File: src/rtl/deserializador_n.sv
// Serial-to-parallel converter with a shift register and a double-buffered holding register.
// Stalls (FULL) when a word completes while the previous one is still unacknowledged.
module deserializador_n #(
    parameter int WIDTH     = 8,
    parameter int MSB_FIRST = 0
) (
    input  logic                       clock_100KHz,
    input  logic                       reset,
    input  logic                       data_in,
    input  logic                       write_in,
    input  logic                       ack_in,
    output logic [WIDTH-1:0]           data_out,
    output logic                       data_ready,
    output logic                       status_out,
    output logic                       overrun_out,
    output logic [$clog2(WIDTH+1)-1:0] bit_count_out
);

    localparam int CW = $clog2(WIDTH + 1);
    localparam int IW = $clog2(WIDTH);

    typedef enum logic {StReceiving, StFull} state_e;

    state_e           state_q;
    logic [WIDTH-1:0] shift_q;
    logic [WIDTH-1:0] shift_next;
    logic [IW-1:0]    pos;
    logic             last_bit;

    always_comb begin
        if (MSB_FIRST != 0) begin
            pos = IW'(WIDTH - 1) - IW'(bit_count_out);
        end else begin
            pos = IW'(bit_count_out);
        end
        shift_next      = shift_q;
        shift_next[pos] = data_in;
        last_bit        = (bit_count_out == CW'(WIDTH - 1));
    end

    assign status_out = (state_q == StReceiving);

    always_ff @(posedge clock_100KHz) begin
        if (reset) begin
            state_q       <= StReceiving;
            shift_q       <= '0;
            data_out      <= '0;
            data_ready    <= 1'b0;
            overrun_out   <= 1'b0;
            bit_count_out <= '0;
        end else begin
            unique case (state_q)
                StReceiving: begin
                    if (write_in && last_bit) begin
                        if (!data_ready || ack_in) begin
                            data_out      <= shift_next;
                            data_ready    <= 1'b1;
                            bit_count_out <= '0;
                            shift_q       <= '0;
                        end else begin
                            // Holding register busy: park the word and stall input.
                            shift_q       <= shift_next;
                            bit_count_out <= CW'(WIDTH);
                            state_q       <= StFull;
                        end
                    end else begin
                        if (write_in) begin
                            shift_q       <= shift_next;
                            bit_count_out <= bit_count_out + CW'(1);
                        end
                        if (ack_in && data_ready) begin
                            data_ready <= 1'b0;
                            data_out   <= '0;
                        end
                    end
                end
                StFull: begin
                    if (write_in) begin
                        overrun_out <= 1'b1;
                    end
                    if (ack_in) begin
                        data_out      <= shift_q;
                        shift_q       <= '0;
                        bit_count_out <= '0;
                        state_q       <= StReceiving;
                    end
                end
                default: state_q <= StReceiving;
            endcase
        end
    end

endmodule

File: config.mk
export PLATFORM = sky130hd
export DESIGN_NAME = deserializador_n
export DESIGN_NICKNAME = d
export VERILOG_FILES = /design/src/rtl/deserializador_n.sv
export SDC_FILE = /design/constraint.sdc
export NUM_CORES = 1
export LEC_CHECK = 0
export ABC_AREA = 1
export CAP_MARGIN = 0
export CORE_MARGIN = 8
export CORE_UTILIZATION = 38
export DETAILED_ROUTE_END_ITERATION = 10
export PLACE_DENSITY_LB_ADDON = 0.15
export SKIP_LAST_GASP = 1
export SYNTH_ARGS = -nofsm -noshare
export SYNTH_HDL_FRONTEND = slang
export SYNTH_SLANG_ARGS = --single-unit
File: constraint.sdc
create_clock -name clock_100KHz -period 2.4 [get_ports clock_100KHz]
set_input_delay 0.6 -clock clock_100KHz [delete_from_list [all_inputs] [get_ports clock_100KHz]]
set_output_delay 0.6 -clock clock_100KHz [all_outputs]
set_load 0.02 [all_outputs]
## After elaboration in Yosys (flattened, before gate mapping)

Index checks and enable logic that the tools add are counted.

| operators by class | value |
|---|---|
| $add $sub $neg | 1 |
| $lt $le $gt $ge | 2 |
| equal/unequal tests | 6 |
| multiplexer cells | 25 |
| bitwise gates (word level) | 1 |
| reduce and logical (&&, ||, !) cells | 10 |

Operators with widths:

| cell | count |
|---|---|
| $mux 8 | 8 |
| $pmux 8 s2 | 2 |
| $mux 4 | 4 |
| $bwmux 8 | 1 |
| $pmux 4 s2 | 1 |
| $mux 1 | 7 |
| $ne 3x2->1 const B | 2 |
| $reduce_and 3->1 | 2 |
| $add 4x1->4 const B | 1 |
| $eq 4x3->1 const B | 1 |
| $lt 3x4->1 const B | 1 |
| $reduce_and 2->1 | 2 |
| $demux 1 s3 | 1 |
| $ge 3x1->1 const B | 1 |
| $logic_and 1x1->1 | 3 |
| $ne 3x1->1 const B | 1 |
| $ne 2x1->1 const B | 1 |
| $ne 2x2->1 const B | 1 |
| $pmux 1 s2 | 1 |
| $reduce_bool 2->1 | 1 |
| $logic_not 1->1 | 1 |
| $logic_or 1x1->1 | 1 |
| $not 1->1 | 1 |

| word-level totals | value |
|---|---|
| bits in registers | 23 |
| bits of input ports | 5 |
| output and inout port bits | 15 |

## Longest topological paths before layout

| depth | value |
|---|---|
| word-level depth | 8 |
| depth in mapped cells | 9 |
| mapped depth without buffers | 8 |

## Worst setup path after synthesis

No wires, ideal clock.

| timing path | value |
|---|---|
| path kind | flip-flop to flip-flop |
| from | register bit_count_out[1] |
| to | register data_out[5] |
| setup time | 0.115 ns |
| arrival time | 1.314 ns |
| slack | 0.972 ns |
| cell stages (with the launch flop) | 10 |
| path buffers | 1 |
| clock period less this slack | 1.428 ns |
| path through | dfxtp_1 -> ha_1 -> nand2_1 -> inv_2 -> nand3_4 -> nand2_4 -> buf_12 -> nand2_2 -> nor2_1 -> nor2_1 |

| between the ends | value |
|---|---|
| longest elaborated chain between the ends | 8 |
| elaborated cells between the ends (all ways) | 14 |
| classes of those cells | order compare: 2; eq/ne: 3; mux: 6; reduce/logical: 3 |

RTL lines:

| what | line | RTL |
|---|---|---|
| from (decl) | 16 | `output logic [$clog2(WIDTH+1)-1:0] bit_count_out` |
| from (signal assigned) | 63 | `bit_count_out <= CW'(WIDTH);` |
| from (signal assigned) | 69 | `bit_count_out <= bit_count_out + CW'(1);` |
| $lt 3x4->1 (not written as such) or $ge 3x1->1 (tied branches) | 37 | `shift_next[pos] = data_in;` |
| $logic_and 1x1->1 (not written as such) | 37 |  |
| $mux 1 (not written as such) | 37 |  |
| $demux 1 s3 | 37 |  |
| $bwmux 8 | 37 |  |
| $mux 8 | 55 | `if (!data_ready \|\| ack_in) begin` |
| $mux 8 | 54 | `if (write_in && last_bit) begin` |
| $pmux 8 s2 | 52 | `unique case (state_q)` |
| to (signal assigned) | 56 | `data_out <= shift_next;` |
| to (signal assigned) | 82 | `data_out <= shift_q;` |
| to (decl) | 12 | `output logic [WIDTH-1:0] data_out,` |

Parallel ways exist; a longest one is shown, timed or not. The select of a mux whose other input is x is not followed.
A chain may end at the register's enable or synchronous reset.

## Final worst setup path

| timing path | value |
|---|---|
| from | register bit_count_out[3] |
| to | output port bit_count_out[3] |

No word-level cell between the ends.

==> reports/results.ini <==
[outcome]
outcome = finished, final reports clean

[place]
port_buffers = 19
dp_cells = 255
dp.final_hpwl_mm = 2.14
pre_cts_ws_ns = 0.449
place_area_um2 = 1520
gp_congestion = 0.896

[layout]
utilization = 0.470
fin_area_um2 = 1550
area_growth_pct = 19.9
drive_gt1_frac = 0.103
nets = 220
instances_no_fill = 259
n_fill_cell = 350
diodes = 0

[floorplanning]
core_um2 = 3280
die_x_um = 74.2
initial_utilization = 0.392
num_rows = 21
die_y_um = 74.2
die_area_um2 = 5510
ios = 20

[yosys]
ys.flop_type = dfxtp_1
syn_area_um2 = 1290
syn_inst = 192
yosysSeqAreaShare = 0.357
yosys.area.top_type = dfxtp_1
synth.area.top_cells = dfxtp_1, nand2_1, nor2_1
ys_seq_elements = 23
syn_nets = 198
ys.warnings.count = 0
async_reset_ff_frac = 0
synth_top_area_share = 0.357
syn_area_per_cell_um2 = 6.71
netlist-cell-type-count = 25
synth_edf_count = 0
synth_most_common_cell = nand2_1
synth_commonest_cells = nand2_1, nor2_1, dfxtp_1

[clock_tree]
cts_max_level = 1
post_cts_buffers = 0
clock_latency_ns = 0.32
cts_hold_buf = 0
clock_path_buffers = 2
cts-buffers-inserted = 3
cts_tree = yes
clock-root-buffer = clkbuf_4
cts_resized = 0
cts.clk_slew.worst_paths_ns = 0.14
cts.sinks = 23

[global_route]
grtUsageTotal = 0.117
grt-ovfl-total = 0
antenna_found_initial = 0
grt_pass1_vias = 1190
grt_pass1_wl_mm = 5.15
grt_max_degree = 17

[hold_path]
hp-class = flip-flop to flip-flop

[worst_setup_path]
critPathLaunchType = flip-flop
crit_chain = clkdlybuf4s50_1
end_kind = output pin
cp.required_ns = 1.80
r2r_slack_ns = 0.85
crit_type = flip-flop to output pin
cp_slowest_stage_delay_ns = 0.68
arrival_ns = 1.54
critical_path_peak_fanout = 5
cp_slowest_cell = clkdlybuf4s50_1
crit_buf_inv = 1
crit_family = buffers and inverters

[detailed_routing]
vias = 1270
drt-total-wl_mm = 2.99
drc = 0
drt-vias-per-instance = 4.90
dr.pass1.iters = 4
drt-wirelength-per-cell_um = 11.5
dr.first_iter.drc_count = 94
drtAntennaViolNets = 0

[timing]
hold_viol = 0
rsz0062_at_grt = false
setup_tns_ns = 0
fin_skew_ns = 0.00955
fin_hold_ws_ns = 0.492
layout_setup_ws_ns = 0.257
maxSlewViolCount = 0
tightest_slew_ns = 0.342
period_minus_slack_ns = 2.14
clock.fmax_mhz = 467
period_share = 0.893
maxSlewHeadroom = 0.772
setup_viol = 0

[power]
ir_drop_v = 0.000210
p_total_mw = 0.672
p_leak_nw = 0.584
p_per_area_nw_per_um2 = 435

[run]
cap_viol_max_count = 0

## sequential cells by signal (all words and copies together), names as in the netlist
signal and flops:
state_q 1, data_out 8, shift_q 8, data_ready 1, overrun_out 1, bit_count_out 4
## worst paths after layout
check        cells past startpoint                to              from
min reg2reg                      2        shift_q[6]        shift_q[6]
max reg2reg                      8       data_out[3]  bit_count_out[1]
max                              1  bit_count_out[3]  bit_count_out[3]
min                              2        shift_q[6]        shift_q[6]
## cells in the final DEF, fill, tap and decap left out
master           instances
clkdlybuf4s50_1         19
dfxtp_1                 23
nand4_1                  7
nand3_1                 10
nand2_2                  3
inv_1                   12
nor2_4                   1
clkinv_1                 1
o21ai_1                  8
nor3_1                   1
inv_2                    3
clkbuf_1                 1
nand3_4                  1
buf_4                    5
nor2_8                   2
nand2_4                  1
o21ai_0                  2
clkbuf_4                 3
o21ai_4                  1
nand2_1                 50
o21ai_2                  1
a21oi_1                 16
nor2_1                  40
ha_1                     1
nand3_2                  1
## layout make-up
type	count	area, um^2	share of cell area
flip-flops and latches	23	460	0.298
clock buffers	4	26.3	0.0170
well taps	46	57.6	0.0372
inverters	16	60.1	0.0389
multi-input cells	146	713	0.462
repair buffers	24	228	0.147
## power breakdown
part	total, mW	switching, mW	leakage [nW]	internal (mW)
sequential	0.392	0.00329	0.186	0.388
clock	0.188	0.123	0.0150	0.0650
combinational	0.0928	0.0598	0.383	0.0330
total	0.672	0.186	0.584	0.486
## cell families after synthesis
family,after synthesis,share of synthesized area
flops,23,0.357
fa+ha+maj,1,0.00971
simple gates,117,0.423
buf+inv,23,0.0893
compound gates,28,0.120
## routing by layer
metal / GRT usage / up-vias / part of all wire
li1: - / 660 / -
met1: 0.139 / 578 / 0.48
met2: 0.201 / 27 / 0.46
met3: 0.0189 / 5 / 0.044
met4: 0.0543 / 0 / 0.013
met5: 0 / - / 0
Note: power is estimated with default switching activity, not from simulation.
